===== src/rtl/arc4_pkg.sv =====
// rtl/arc4_pkg.sv - shared ARC4 state encoding, S-box size and key byte selection
package arc4_pkg;

   localparam int S_SIZE = 256;

   typedef enum logic [3:0] {
      IDLE,
      INIT,
      KSA_RD_I,
      KSA_RD_J,
      KSA_WR_I,
      KSA_WR_J,
      LEN_RD,
      LEN_WR,
      PRGA_RD_I,
      PRGA_RD_J,
      PRGA_WR_I,
      PRGA_WR_J,
      PRGA_RD_K,
      PRGA_RD_PT,
      PRGA_WR_CT,
      DONE
   } state_t;

   // idx is the rolling i mod 3 selector; byte 0 is the most significant key byte
   function automatic logic [7:0] key_byte(input logic [23:0] key, input logic [1:0] idx);
      case (idx)
         2'd0:    key_byte = key[23:16];
         2'd1:    key_byte = key[15:8];
         default: key_byte = key[7:0];
      endcase
   endfunction

endpackage


===== src/rtl/arc4_ksa_prga_ctl.sv =====
// rtl/arc4_ksa_prga_ctl.sv - i/j/k counters and swap-capture registers for KSA and PRGA
module arc4_ksa_prga_ctl #(
   parameter int KEY_BYTES = 3,
   parameter int K_W       = 9
) (
   input  logic           clk,
   input  logic           rst_n,
   input  logic           clr_ij,
   input  logic           inc_i,
   input  logic           ld_j,
   input  logic [7:0]     j_add,
   input  logic [7:0]     s_rddata,
   input  logic           cap_si,
   input  logic           cap_sj,
   input  logic           clr_k,
   input  logic           inc_k,
   output logic [7:0]     i,
   output logic [7:0]     i_inc,
   output logic [7:0]     j,
   output logic [7:0]     j_sum,
   output logic [7:0]     si,
   output logic [7:0]     sj,
   output logic [1:0]     ksel,
   output logic [K_W-1:0] k
);

   assign i_inc = i + 8'd1;
   // j_add carries the key byte during KSA and zero during PRGA
   assign j_sum = j + s_rddata + j_add;

   always_ff @(posedge clk or negedge rst_n) begin
      if (!rst_n) begin
         i    <= 8'd0;
         j    <= 8'd0;
         ksel <= 2'd0;
         si   <= 8'd0;
         sj   <= 8'd0;
         k    <= '0;
      end else begin
         if (clr_ij) begin
            i    <= 8'd0;
            j    <= 8'd0;
            ksel <= 2'd0;
         end else begin
            if (inc_i) begin
               i    <= i_inc;
               ksel <= (ksel == 2'(KEY_BYTES - 1)) ? 2'd0 : ksel + 2'd1;
            end
            if (ld_j) j <= j_sum;
         end
         if (cap_si) si <= s_rddata;
         if (cap_sj) sj <= s_rddata;
         if (clr_k)
            k <= K_W'(1);
         else if (inc_k)
            k <= k + 1'b1;
      end
   end

endmodule


===== src/rtl/arc4_encrypt.sv =====
// rtl/arc4_encrypt.sv - ARC4 encryptor: length-prefixed pt_mem to length-prefixed ct_mem
module arc4_encrypt
   import arc4_pkg::*;
#(
   parameter int KEY_BYTES = 3,
   parameter int MSG_MAX   = 255
) (
   input  logic        clk,
   input  logic        rst_n,
   input  logic        en,
   output logic        rdy,
   input  logic [23:0] key,
   output logic [7:0]  pt_addr,
   input  logic [7:0]  pt_rddata,
   output logic [7:0]  s_addr,
   input  logic [7:0]  s_rddata,
   output logic [7:0]  s_wrdata,
   output logic        s_wren,
   output logic [7:0]  ct_addr,
   output logic [7:0]  ct_wrdata,
   output logic        ct_wren
);

   // one extra bit so k reaching L=255 is seen without wrapping
   localparam int K_W = $clog2(MSG_MAX + 2);

   state_t state, nxt;

   logic [23:0]    key_q;
   logic [7:0]     len_q;
   logic [7:0]     pad_q;
   logic           start, cap_pad;
   logic           clr_ij, inc_i, ld_j, cap_si, cap_sj, clr_k, inc_k;
   logic [7:0]     j_add;
   logic [7:0]     i, i_inc, j, j_sum, si, sj;
   logic [1:0]     ksel;
   logic [K_W-1:0] k;

   arc4_ksa_prga_ctl #(
      .KEY_BYTES(KEY_BYTES),
      .K_W      (K_W)
   ) u_ctl (
      .clk     (clk),
      .rst_n   (rst_n),
      .clr_ij  (clr_ij),
      .inc_i   (inc_i),
      .ld_j    (ld_j),
      .j_add   (j_add),
      .s_rddata(s_rddata),
      .cap_si  (cap_si),
      .cap_sj  (cap_sj),
      .clr_k   (clr_k),
      .inc_k   (inc_k),
      .i       (i),
      .i_inc   (i_inc),
      .j       (j),
      .j_sum   (j_sum),
      .si      (si),
      .sj      (sj),
      .ksel    (ksel),
      .k       (k)
   );

   always_ff @(posedge clk or negedge rst_n) begin
      if (!rst_n) state <= IDLE;
      else        state <= nxt;
   end

   always_ff @(posedge clk or negedge rst_n) begin
      if (!rst_n) begin
         key_q <= 24'd0;
         len_q <= 8'd0;
         pad_q <= 8'd0;
      end else begin
         if (start)            key_q <= key;
         if (state == LEN_WR)  len_q <= pt_rddata;
         if (cap_pad)          pad_q <= s_rddata;
      end
   end

   always_comb begin
      nxt       = state;
      rdy       = 1'b0;
      s_addr    = 8'd0;
      s_wrdata  = 8'd0;
      s_wren    = 1'b0;
      pt_addr   = 8'd0;
      ct_addr   = 8'd0;
      ct_wrdata = 8'd0;
      ct_wren   = 1'b0;
      start     = 1'b0;
      cap_pad   = 1'b0;
      clr_ij    = 1'b0;
      inc_i     = 1'b0;
      ld_j      = 1'b0;
      j_add     = 8'd0;
      cap_si    = 1'b0;
      cap_sj    = 1'b0;
      clr_k     = 1'b0;
      inc_k     = 1'b0;

      case (state)
         // DONE behaves like IDLE so en held high starts the next job at once
         IDLE, DONE: begin
            rdy = 1'b1;
            if (en) begin
               start  = 1'b1;
               clr_ij = 1'b1;
               nxt    = INIT;
            end else begin
               nxt = IDLE;
            end
         end
         INIT: begin
            s_addr   = i;
            s_wrdata = i;
            s_wren   = 1'b1;
            if (i == 8'(S_SIZE - 1)) begin
               clr_ij = 1'b1;
               nxt    = KSA_RD_I;
            end else begin
               inc_i = 1'b1;
            end
         end
         KSA_RD_I: begin
            s_addr = i;
            nxt    = KSA_RD_J;
         end
         KSA_RD_J: begin
            j_add  = key_byte(key_q, ksel);
            ld_j   = 1'b1;
            cap_si = 1'b1;
            s_addr = j_sum;
            nxt    = KSA_WR_I;
         end
         // s[j] arrives here; it is written to s[i] and captured in the same cycle
         KSA_WR_I: begin
            cap_sj   = 1'b1;
            s_addr   = i;
            s_wrdata = s_rddata;
            s_wren   = 1'b1;
            nxt      = KSA_WR_J;
         end
         KSA_WR_J: begin
            s_addr   = j;
            s_wrdata = si;
            s_wren   = 1'b1;
            if (i == 8'(S_SIZE - 1)) begin
               nxt = LEN_RD;
            end else begin
               inc_i = 1'b1;
               nxt   = KSA_RD_I;
            end
         end
         LEN_RD: begin
            pt_addr = 8'd0;
            nxt     = LEN_WR;
         end
         LEN_WR: begin
            ct_addr   = 8'd0;
            ct_wrdata = pt_rddata;
            ct_wren   = 1'b1;
            clr_ij    = 1'b1;
            clr_k     = 1'b1;
            nxt       = (pt_rddata == 8'd0) ? DONE : PRGA_RD_I;
         end
         PRGA_RD_I: begin
            s_addr = i_inc;
            inc_i  = 1'b1;
            nxt    = PRGA_RD_J;
         end
         PRGA_RD_J: begin
            ld_j   = 1'b1;
            cap_si = 1'b1;
            s_addr = j_sum;
            nxt    = PRGA_WR_I;
         end
         PRGA_WR_I: begin
            cap_sj   = 1'b1;
            s_addr   = i;
            s_wrdata = s_rddata;
            s_wren   = 1'b1;
            nxt      = PRGA_WR_J;
         end
         PRGA_WR_J: begin
            s_addr   = j;
            s_wrdata = si;
            s_wren   = 1'b1;
            nxt      = PRGA_RD_K;
         end
         PRGA_RD_K: begin
            s_addr = si + sj;
            nxt    = PRGA_RD_PT;
         end
         PRGA_RD_PT: begin
            cap_pad = 1'b1;
            pt_addr = k[7:0];
            nxt     = PRGA_WR_CT;
         end
         PRGA_WR_CT: begin
            ct_addr   = k[7:0];
            ct_wrdata = pt_rddata ^ pad_q;
            ct_wren   = 1'b1;
            if (k == K_W'(len_q)) begin
               nxt = DONE;
            end else begin
               inc_k = 1'b1;
               nxt   = PRGA_RD_I;
            end
         end
         default: nxt = IDLE;
      endcase
   end

endmodule


===== config.mk =====
export PLATFORM = sky130hd
export DESIGN_NAME = arc4_encrypt
export DESIGN_NICKNAME = d
export VERILOG_FILES = /design/src/rtl/arc4_pkg.sv /design/src/rtl/arc4_ksa_prga_ctl.sv /design/src/rtl/arc4_encrypt.sv
export SDC_FILE = /design/constraint.sdc
export NUM_CORES = 1
export LEC_CHECK = 0
export ABC_AREA = 1
export CAP_MARGIN = 20
export CORE_MARGIN = 3
export CORE_UTILIZATION = 50
export CTS_BUF_LIST = sky130_fd_sc_hd__clkbuf_4
export DETAILED_ROUTE_END_ITERATION = 12
export GPL_TIMING_DRIVEN = 0
export PLACE_DENSITY = 0.77
export SYNTH_ARGS = -nofsm -noshare
export SYNTH_HDL_FRONTEND = slang
export SYNTH_SLANG_ARGS = --single-unit

===== constraint.sdc =====
create_clock -name clk -period 3.73 [get_ports clk]
set_input_delay 0.373 -clock clk [delete_from_list [all_inputs] [get_ports clk]]
set_output_delay 0.373 -clock clk [all_outputs]
set_load 0.02 [all_outputs]

======== Word-level counts from Yosys, hierarchy flattened ========
Index checks and enable logic that the tools add are counted.
storage, ports and cells
  bits in registers ....................... 87
  logic and storage cells ................. 88
cells by class
  add/subtract/negate cells ............... 6
  eq/ne operators ......................... 20
  muxes and demuxes ....................... 37
  bitwise operators ....................... 1
  reduce and logical (&&, ||, !) cells .... 14
operators with widths
  operator                                                         count
  4-bit one-hot mux with 15 select lines                           1
  8-bit 2-to-1 mux                                                 7
  8-bit one-hot mux with 5 select lines                            1
  4-bit == test, second input constant                             8
  8-bit one-hot mux with 2 select lines                            2
  8-bit adder                                                      3
  8-bit one-hot mux with 3 select lines                            1
  9-bit 2-to-1 mux                                                 2
  4-bit by 3-bit == test with 1-bit output, second input constant  4
  1-bit 2-to-1 mux                                                 14
  2-bit OR reduction                                               6
  9-bit by 1-bit adder with 9-bit output, second input constant    1
  9-bit by 8-bit == test with 1-bit output                         1
  3-bit 2-to-1 mux                                                 3
  8-bit by 1-bit adder with 8-bit output, second input constant    1
  4-bit by 2-bit == test with 1-bit output, second input constant  2
  8-bit == test, second input constant                             1
  8-bit zero test                                                  1
  8-bit bitwise XOR                                                1
  2-bit 2-to-1 mux                                                 3
  2-bit nonzero test                                               3
  5-bit OR reduction                                               1
  4-bit by 1-bit == test with 1-bit output, second input constant  1
  4-bit zero test                                                  1
  other kinds (9)                                                  9

======== Logic depth before layout (Yosys ltp) ========
Gate-level depths: netlist (run 1).
  word-level depth ........................ 6
  mapped depth ............................ 18

======== Hierarchy ========
From an unflattened synthesis (run 1), not the netlist that was laid out.
unflattened totals
  cells, all modules ...................... 771
  area, all modules ....................... 5639.2 um^2
modules (own cells, without submodules)
  module             instances  cells an instance  area an instance (um^2)  sequential area each (um^2)
  arc4_encrypt       1          495                3226.8                   1101.1
  arc4_ksa_prga_ctl  1          276                2412.3                   1076.0

======== Worst setup path after synthesis (run 1) ========
OpenSTA, ideal clock, no wires.
  path kind ............................... register to output
  start point ............................. register u_ctl.ksel[1]
  end point ............................... output port s_addr[5]
  arrival time ............................ 2686 ps
  required time ........................... 3357 ps
  setup slack ............................. 671 ps
  stages on the path, launching flop included .. 19
  path through ............................ dfrtp_1 buf_2 inv_1 nand2_1 inv_1 nand2_1 nand3_1 nand2_1 inv_1 fa_1 ha_1 inv_1 fa_1 nand3b_1 nand2_1 nand2_1 nand3_1 o21ai_0 nand3b_1
between the ends
  word-level cells in the longest chain between the ends .. 5
  elaborated cells on any way between the ends .. 6
  classes of those cells .................. add/sub (1); eq/ne (1); mux (3); reduce/logical (1)
ends and longest elaborated chain
  item                                                                                line                     text
  start, declared                                                                     arc4_ksa_prga_ctl.sv:23  output logic [1:0] ksel,
  start signal, assigned                                                              arc4_ksa_prga_ctl.sv:47  ksel <= (ksel == 2'(KEY_BYTES - 1)) ? 2'd0 : ksel + 2'd1;
  2-bit by 1-bit == test with 1-bit output / 2-bit zero test (equally long branches)  arc4_pkg.sv:27           case (idx)
  8-bit one-hot mux with 2 select lines *                                             arc4_pkg.sv:27
  8-bit 2-to-1 mux *                                                                  arc4_encrypt.sv:102      case (state)
  8-bit adder *                                                                       arc4_ksa_prga_ctl.sv:29  assign j_sum = j + s_rddata + j_add;
  8-bit one-hot mux with 5 select lines *                                             arc4_encrypt.sv:102
  end, declared                                                                       arc4_encrypt.sv:15       output logic [7:0] s_addr,
Mark *: on every way between the ends. The rest lies on a longest branch, timed or not.

======== Worst setup path in the final report (run 1) ========
Ends and elaborated chain as after synthesis.

==> key figures, run 1 <==
Synthesis
  – Syn Area/Cell: 7.27 um^2
  – Synthesis-stage register bit count: just under 90
  – Dominant cell type by area after synthesis: dfrtp_1
  – Syn_nets: 825
  – Yosys top cell area share: between 30% and 40%
  – Synthesized area: about 5500 um^2
  – YS warnings: 0
  – Simple-Gate Fraction of Synth Area: 32.4%
  – Synth Area in Compound Gates: 8.74%
  – Mux contribution to synthesized area: under 10%
  – Largest cells by area after synthesis: dfrtp_1 40%, nand2_1 18%, inv_1 6.3%, nand3_1 6.3%, nor2_1 3.5%
  – Cell count after synthesis: ~760
  – Synth unique cells: 35
  – Main combinational cell family by area after synthesis: simple AND/OR/NAND/NOR gates
  – Register area share after synthesis: about two fifths
  – Post-synthesis xor/xnor area fraction: ~3.2%
  – Adder-cell share of the synthesized area: around 6.7%

Route
  – DR DRC count: 0
  – DRT Wirelength: 16100 um
  – First-pass DRT Iterations: 5
  – Vias: 5510
  – Initial DRC Count: 512
  – WL/cell: between 15 and 20 um
  – Routed vias/inst: 5.44
  – Routed Antenna Nets: 0

STA
  – Total negative slack: -50.0 ps
  – Final WS setup: -50.0 ps
  – RSZ-0062 raised after global routing: yes
  – Fmax: about 260 MHz
  – Slew headroom: 60.0%
  – Slew @ Worst Pin: 599 ps
  – Fin. max-slew vios: 0
  – Tmin final: ~3800 ps
  – Final-report setup violation count: 1
  – Final hold violation count: 0
  – Tcrit/Tclk final: 101%
  – Setup Skew: approximately 26 ps

Setup path
  – WS Path Type: reg2out
  – Critical path arrival: ~3400 ps
  – WP data required: roughly 3400 ps
  – Crit Path Max Fanout: 4
  – Worst Setup End Kind: output port
  – Crit start category: register

Finish
  – Design area: 7020 um^2
  – Multi-input gate area: just over 3000 um^2
  – # nets final: around 940
  – Post-Layout Cell Count: a little over 1000
  – Fin util: 66.8%
  – # diodes: 0
  – Area Overhead vs Synth: 27.3%
  – Fill cell count: roughly 910
  – Storage element area: 2180 um^2
  – Layout cells sized above 1: around an eighth

Global route
  – Vias in the first global route: ~5400
  – Largest net degree at the start of global routing: 45
  – GRT Util Overall: 26.1%
  – Remaining Overflow, GRT: 0
  – Initial antenna violation count: 0
  – First-pass GRT wire length: roughly 26000 um

Placed design
  – Placed cell areas: approximately 6600 um^2
  – Post-DP HPWL: approximately 12000 um
  – Post-Place Cells: slightly below 1000
  – Port Buffers: 85
  – Placer congestion estimate: 0.947

Power and ir drop
  – Tot Pwr: about 5.7 mW
  – PD cells: 810 nW/um^2
  – Max VDD drop: about 0.43 mV
  – Pleak: about 3.5 nW

Hold path
  – HP Class: in2reg

Run
  – Max-Cap Viols: 0

Clock tree
  – TritonCTS clock tree: built
  – CTS buffer count: 9
  – Skew-Pair Late Insertion Delay: 440 ps
  – H-tree Lvls: 3
  – Clock-pin slew on the worst setup and hold paths: roughly 160 ps
  – Clk root buf: clkbuf_4
  – Clk sinks: 87
  – Clock Path Buffers: 2

Status
  – Failing checks: negative setup slack
  – Outcome: complete, but fails checks

Die
  – Die Wd: around 110 um
  – IO Pins: 86
  – Core ar.: between 10000 and 15000 um^2
  – Die H: around 110 um
  – Die area: between 10000 and 15000 um^2
  – Starting Density: a little over half
  – Row Count: 37
## critical path, cell delays in order (launching register included)
cell	delay (ps)
dfrtp_1	360
buf_6	120
inv_4	50
nand2_4	70
clkinv_4	60
nand2_2	50
nand3_2	100
nand2_2	90
inv_2	50
fa_1	510
ha_2	200
inv_2	50
fa_2	400
nand3b_1	200
nand2_1	70
nand2_1	70
nand3_2	90
o21ai_2	70
nand3b_1	190
buf_6	160
## cells by family (layout without fill, tap and decap cells)
logic type / after synthesis / count (layout)
buffers and inverters: 116 / 234
and+or+nand+nor: 422 / 423
adders and majority gates: 24 / 24
xor gates and xnor gates: 20 / 20
muxes: 7 / 7
DFF: 87 / 87
AOI/OAI and AO/OA: 82 / 82
## state kept, by name, summed over array words and instances (netlist names)
register,count
key_q,24
u_ctl.k,9
len_q,8
u_ctl.ksel,2
u_ctl.i,8
u_ctl.si,8
pad_q,8
u_ctl.j,8
u_ctl.sj,8
state,4
## repair_timing
item,CTS,global route
hold endpoints to repair,43,0
pin swaps,4,17
setup buffers,2,13
endpoints found under the setup margin,6,6
hold buffers,1,0
gates cloned,0,1
gates resized for setup,35,32
## area by class of cell
cell class	count	share of cell area, %
timing repair buffer	102	14.3
clock buffer	10	1.07
multi-input combinational	556	43.2
inverter	101	5.55
tap	136	2.43
buffer	15	1.05
clock inverter	6	1.32
sequential	87	31.0
## power breakdown
part	total, mW	internal [mW]	switching, mW
Sequential	1.67	1.35	0.318
Combinational	3.37	1.36	2.02
Clock	0.640	0.283	0.357
Total	5.68	2.99	2.69
## layout by cell type (no fill, tap or decap), types with 6 or more instances in the layout
| cell | n |
|---|---|
| dfrtp_1 | 86 |
| xor2_1 | 9 |
| fa_1 | 7 |
| clkbuf_4 | 10 |
| ha_1 | 10 |
| mux2_2 | 7 |
| buf_4 | 13 |
| o221ai_1 | 8 |
| clkbuf_1 | 6 |
| nand2_1 | 257 |
| clkdlybuf4s50_1 | 78 |
| a21oi_1 | 14 |
| nand3_1 | 67 |
| nor2_4 | 6 |
| inv_2 | 10 |
| xnor2_1 | 11 |
| o21ai_1 | 12 |
| buf_2 | 10 |
| o21ai_0 | 34 |
| nand4_1 | 14 |
| inv_1 | 86 |
| nor2_1 | 50 |
| nand2_2 | 8 |
## stage by stage
| step | hold WS, ps | setup slack, ps |
|---|---|---|
| finish | 444 | -50.0 |
| floorplan | 77.4 | 671 |
| CTS | 424 | -152 |
| global route | 434 | -153 |
| global placement | 455 | -844 |
| detailed placement | 408 | -343 |
## layer usage
metal	global-route usage [%]	vias to the layer above	part of all wire, %
met5	0	-	0
met4	7.39	0	2.1
met3	5.62	27	7.7
met2	43.5	229	48
met1	34.4	2604	42
li1	-	2650	-
## synth_stat cells
master / n
nand2_1: 263
inv_1: 92
dfrtp_1: 87
nand3_1: 69
nor2_1: 51
o21ai_0: 35
a21oi_1: 16
ha_1: 15
nand4_1: 14
o21ai_1: 12
xnor2_1: 11
buf_2: 9
fa_1: 9
xor2_1: 9
o221ai_1: 8
inv_2: 7
mux2_2: 7
clkbuf_1: 6
nor3_1: 6
nand2_2: 4
nor2_2: 4
a22oi_1: 3
nand3b_1: 3
nor2_4: 3
or2_2: 3
clkinv_1: 2
o21ai_2: 2
a21boi_4: 1
a221oi_1: 1
a31oi_1: 1
nand3_2: 1
o2111ai_1: 1
o211ai_1: 1
o22ai_1: 1
or2_0: 1
## final timing paths
kind                                from    endpoint  slack, ps  cells past startpoint
setup / recovery           u_ctl.ksel[1]   s_addr[5]        -50                     19
setup reg to reg           u_ctl.ksel[1]  u_ctl.j[7]        940                     18
max in group asynchronous          rst_n    pad_q[7]       2630                      3
hold reg to reg                 key_q[4]    key_q[4]        490                      2
hold / removal                   key[21]   key_q[21]        440                      3
min in group asynchronous          rst_n  u_ctl.k[3]        450                      2
Power figures use the tool's default switching activity.
==> run 2: changes to the inputs <==
- REMOVE_ABC_BUFFERS: unset -> 1
==> run 2 against run 1 <==
  * The run now ends clean
  * Wire length is 4.3% lower
  * Via count is 2.3% lower
  * Global-route usage is 1.1 points lower
  * Non-clock buffer count is 16 lower
  * Cell area is 2.4% lower
  * Critical endpoint unchanged
  * Highest routed layer unchanged
  * Register-to-register slack better by 70 ps
  * Sequential cell count stayed put
  * Hold slack worse by 13 ps
==> key figures, run 2 (same netlist as run 1, synthesis figures left out) <==
Status
  – Outcome: complete, no violations (was complete, but fails checks)

Die
  – Die H: 111 um (unchanged)
  – Die area: 12300 um^2 (unchanged)
  – Row Count: 37 (unchanged)
  – Core ar.: 10500 um^2 (unchanged)
  – IO Pins: 86 (unchanged)
  – Starting Density: 52.4% (unchanged)
  – Die Wd: 111 um (unchanged)

Finish
  – # diodes: 0 (unchanged)
  – Area Overhead vs Synth: 24.3% (was 27.3%)
  – Registers with the most flip-flops: key_q (24), u_ctl.k (9) (unchanged)
  – # nets final: 922 (was 939)
  – Number of flip-flops in the largest register: 24 (unchanged)
  – Layout cells sized above 1: 11.3% (was 12.3%)
  – Commonest non-fill, non-tap cell in the layout: nand2_1 (unchanged)
  – Fill cell count: 938 (was 908)
  – Post-Layout Cell Count: 993 (was 1013)
  – Top reg by flops: key_q (unchanged)
  – Most frequent cells in the layout: 260 x nand2_1, 86 x inv_1, 84 x dfrtp_1, 78 x clkdlybuf4s50_1, 64 x nand3_1 (was 257 x nand2_1, 86 x inv_1, 86 x dfrtp_1, 78 x clkdlybuf4s50_1, 67 x nand3_1)
  – Fin util: 65.2% (was 66.8%)

STA
  – Slew headroom: 27.0% (was 60.0%)
  – Final hold violation count: 0 (unchanged)
  – Fmax: 272 MHz (was 265 MHz)
  – Tcrit/Tclk final: 98.6% (was 101%)
  – Slew @ Worst Pin: 1100 ps (was 599 ps)
  – RSZ-0062 raised after global routing: yes (unchanged)
  – Setup Skew: 14.3 ps (was 26.4 ps)
  – Fin. max-slew vios: 0 (unchanged)
  – Tmin final: 3680 ps (was 3780 ps)
  – Final-report setup violation count: 0 (was 1)
  – WHS: 431 ps (was 444 ps)

Setup path
  – Reg2reg path depth: 15 (was 18)
  – WP data required: 3360 ps (about the same)
  – WS Path Type: reg2out (unchanged)
  – FF-to-FF setup slack: 1010 ps (was 940 ps)
  – Worst Setup End Kind: output port (unchanged)
  – Crit Path Max Fanout: 7 (was 4)
  – Crit start category: register (unchanged)
  – Critical path arrival: 3310 ps (was 3410 ps)

Route
  – WL/cell: 15.5 um (was 15.9 um)
  – DRT Wirelength: 15400 um (was 16100 um)
  – Routed vias/inst: 5.42 (was 5.44)
  – Routed Antenna Nets: 0 (unchanged)
  – Vias: 5386 (was 5510)
  – Initial DRC Count: 500 (was 512)
  – First-pass DRT Iterations: 5 (unchanged)
  – DR DRC count: 0 (unchanged)

Power and ir drop
  – Tot Pwr: 5.41 mW (was 5.68 mW)
  – PD cells: 790 nW/um^2 (was 810 nW/um^2)
  – Max VDD drop: 0.419 mV (was 0.428 mV)
  – Pleak: 3.43 nW (was 3.52 nW)

Placed design
  – Post-DP HPWL: 11200 um (was 12100 um)
  – Port Buffers: 85 (unchanged)
  – Placer congestion estimate: 0.916 (was 0.947)
  – Post-Place Cells: 965 (was 980)

Clock tree
  – Clk sinks: 87 (unchanged)
  – Clk root buf: clkbuf_4 (unchanged)
  – Skew-Pair Late Insertion Delay: 450 ps (was 440 ps)
  – CTS buffer count: 9 (unchanged)
  – Clock-pin slew on the worst setup and hold paths: 120 ps (was 160 ps)
  – Clock Path Buffers: 2 (unchanged)
  – H-tree Lvls: 3 (unchanged)
  – TritonCTS clock tree: built (unchanged)

Global route
  – First-pass GRT wire length: 25500 um (was 26300 um)
  – Initial antenna violation count: 0 (unchanged)
  – Remaining Overflow, GRT: 0 (unchanged)
  – Largest net degree at the start of global routing: 49 (was 45)
  – Vias in the first global route: 5226 (was 5428)
  – GRT Util Overall: 25.0% (was 26.1%)

Run
  – Max-Cap Viols: 0 (unchanged)

Hold path
  – HP Class: in2async (was in2reg)
run 2: cell types whose count changed in the layout (fill, tap and decap cells not counted), moves of 2 or more:
cell	before	now
o21ai_0	34	32
clkinv_4	2	0
o21ai_1	12	14
nand2_2	8	5
buf_2	10	0
nand3_1	67	64
buf_4	13	15
clkbuf_1	6	0
dfrtp_2	1	3
bufinv_16	2	0
dfrtp_1	86	84
nand3_2	3	6
nand2_1	257	260
run 2: final timing paths:
path,start,end
min,rst_n,len_q[1]
max in group asynchronous,rst_n,u_ctl.j[7]
min in group clk,key[20],key_q[20]
max,u_ctl.ksel[1],s_addr[5]
min reg2reg,key_q[20],key_q[20]
max reg2reg,u_ctl.ksel[1],u_ctl.j[6]
run 2: worst max-delay path, stage by stage, from the launching register on:
cell	delay, ps
dfrtp_2	440
buf_4	170
nand2_1	70
nand3_1	90
nand2_1	80
inv_2	50
fa_1	480
ha_2	180
inv_1	60
fa_2	390
nand3b_1	210
nand2_1	90
nand2_1	60
nand3_2	70
o21ai_2	80
nand3b_1	200
buf_6	160
run 2: area by class of cell:
class | count | area [um^2] | area share [%]
well taps | 136 | 170 | 2.48
clock buffers | 11 | 82.6 | 1.21
clock inverters | 2 | 11.3 | 0.164
inverters | 101 | 390 | 5.70
flip-flops and latches | 87 | 2180 | 31.8
multi-input cells | 555 | 3030 | 44.2
repair buffers | 101 | 986 | 14.4
run 2: stage by stage:
stage / setup WS [ps] / TNS [ps] / cell area (um^2)
finish: 50.5 / 0 / 6850
global route: -87.6 / -222 / 6850
CTS: -29.3 / -29.3 / 6710
detailed placement: -309 / -766 / 6490
global placement: -883 / -76750 / 6460
floorplan: 647 / 0 / 5440
run 2: metal layers:
layer  vias up  GRT usage [%]  wire length, um
met2       205           41.6             7210
li1       2609              -                -
met1      2535           33.4             6810
met3        37           4.97             1020
met4         0           6.73              325
met5         -              0                0
run 2: repair_timing:
action / 4_1_cts / 5_1_grt
hold buffers: 1 / 0
setup buffers: 7 / 7
hold endpoints to repair: 39 / 0
endpoints found under the setup margin: 8 / 7
gates resized for setup: 36 / 38
pin swaps: 6 / 13
run 2: power by group:
part	internal, mW	total [mW]	leakage (nW)	switching, mW
combinational	1.29	3.30	2.30	2.00
clock	0.140	0.442	0.0523	0.302
sequential	1.35	1.67	1.08	0.319
total	2.79	5.41	3.43	2.62
==> run 3: changes to the inputs <==
- CAP_MARGIN: 20 -> unset
==> results of run 3 <==
No change in the layout: final DEF, timing and power equal those of run 2.
==> patch: new RTL, settings of run 2 <==
Make the reset (`rst_n`) synchronous in 3 clocked blocks.
--- a/src/rtl/arc4_ksa_prga_ctl.sv
+++ b/src/rtl/arc4_ksa_prga_ctl.sv
@@ -28,7 +28,7 @@
    // j_add carries the key byte during KSA and zero during PRGA
    assign j_sum = j + s_rddata + j_add;
 
-   always_ff @(posedge clk or negedge rst_n) begin
+   always_ff @(posedge clk) begin
       if (!rst_n) begin
          i    <= 8'd0;
          j    <= 8'd0;
--- a/src/rtl/arc4_encrypt.sv
+++ b/src/rtl/arc4_encrypt.sv
@@ -61,12 +61,12 @@
       .k       (k)
    );
 
-   always_ff @(posedge clk or negedge rst_n) begin
+   always_ff @(posedge clk) begin
       if (!rst_n) state <= IDLE;
       else        state <= nxt;
    end
 
-   always_ff @(posedge clk or negedge rst_n) begin
+   always_ff @(posedge clk) begin
       if (!rst_n) begin
          key_q <= 24'd0;
          len_q <= 8'd0;
Function: differs if rst_n is asserted again (counterexample within 4 cycles, from zero or initial values and one cycle with rst_n low); with rst_n held inactive, the same outputs for 10 cycles.
==> patch against run 2 <==
Synthesized cell count grew 2.6%; design area is 6.6% lower; highest routed layer unchanged; synthesized area fell by 6.1%; first-iteration DRC count down 32%; via count is 2.5% higher; sequential cell count unchanged; wire length down 2.1%; worst setup slack better by 0.10 ns.
Power is not compared: it rests on default switching activity, and its combinational part moved more than twofold at a synthesized area within 25%.
==> patch: results (changes against run 2) <==
pre-CTS setup slack=-0.472 ns (-0.163 ns); layout cells sized above 1=9.20% (-2.1 points); HPWL Detailed=11200 um (-0.53%); routability cong.=0.901 (-1.6%); nets@finish=932 (+1.1%); adder-cell area share of the yosys netlist=7.11% (+0.43 points); met2 Use GR=43.0% (+1.4 points); Initial DRC Count=342 (-32%); Synth async-reset ratio=0% (-100 points); clock-pin slew on the worst setup and hold paths=0.16 ns (+0.04 ns); Area contributors post-synth=dfxtp_1 (34%), nand2_1 (15%), nor2_1 (8.4%); mux contribution to synthesized area=0% (-1.4 points); met2 WL=7060 um (-2.1%); M1 WL=6570 um (-3.6%); GR Util met1=35.2% (+1.8 points); first-pass GRT wire length=24400 um (-4.3%); dpl cells=974 (+0.93%); top cells by count, synth=nand2_1 (201), nor2_1 (116), dfxtp_1 (87); pin count of the biggest net entering global routing=35 (-29%); Netlist cell types=39 (+11%); CP Data Arrival Time=3.20 ns (-0.11 ns); WL met3=1110 um (+8.2%); Setup Skew=0.0152 ns (+0.000915 ns); crit-path max FO=6 (-1); Synth Area in Compound Gates=16.0% (+7.3 points); met3 Resource Use GR=5.04% (+0.072 points); largest stage delay on the critical path=0.43 ns (-0.05 ns); final wirelength=15100 um (-2.1%); Slew @ Worst Pin=0.840 ns (-0.255 ns); vias in the first global route=5047 (-3.4%); drt wl/cell=15.0 um (-3.1%); Synth Area in XOR/XNOR=3.89% (+0.71 points); status=completed
[patch: worst paths after layout]
check / start / endpoint / slack (ns) / cells past startpoint
worst min register to register: u_ctl.sj[2] / u_ctl.sj[2] / 0.49 / 2
worst max register to register: state[3] / u_ctl.j[7] / 1.07 / 15
worst min-delay path: u_ctl.sj[2] / u_ctl.sj[2] / 0.49 / 2
worst max-delay path: state[3] / s_addr[4] / 0.15 / 15
[patch: report_power, final]
| group | leakage (nW) | switching [mW] | internal, mW |
|---|---|---|---|
| sequential | 0.710 | 0.0630 | 1.01 |
| clock | 0.0741 | 0.377 | 0.159 |
| combinational | 1.99 | 0.417 | 0.256 |
[patch: layout make-up]
cell class	instances	area (um2)
well taps	133	166
multi-input cells	585	3070
repair buffers	99	958
fillers	929	3510
clock inverters	7	72.6
flip-flops and latches	87	1750
clock buffers	9	67.6
inverters	83	312
[patch: repair_timing]
action	in CTS	in global routing
resized for setup	28	20
pin swaps	2	3
endpoints found under the setup margin	8	8
buffers inserted	11	2
endpoints found under the hold margin	0	0
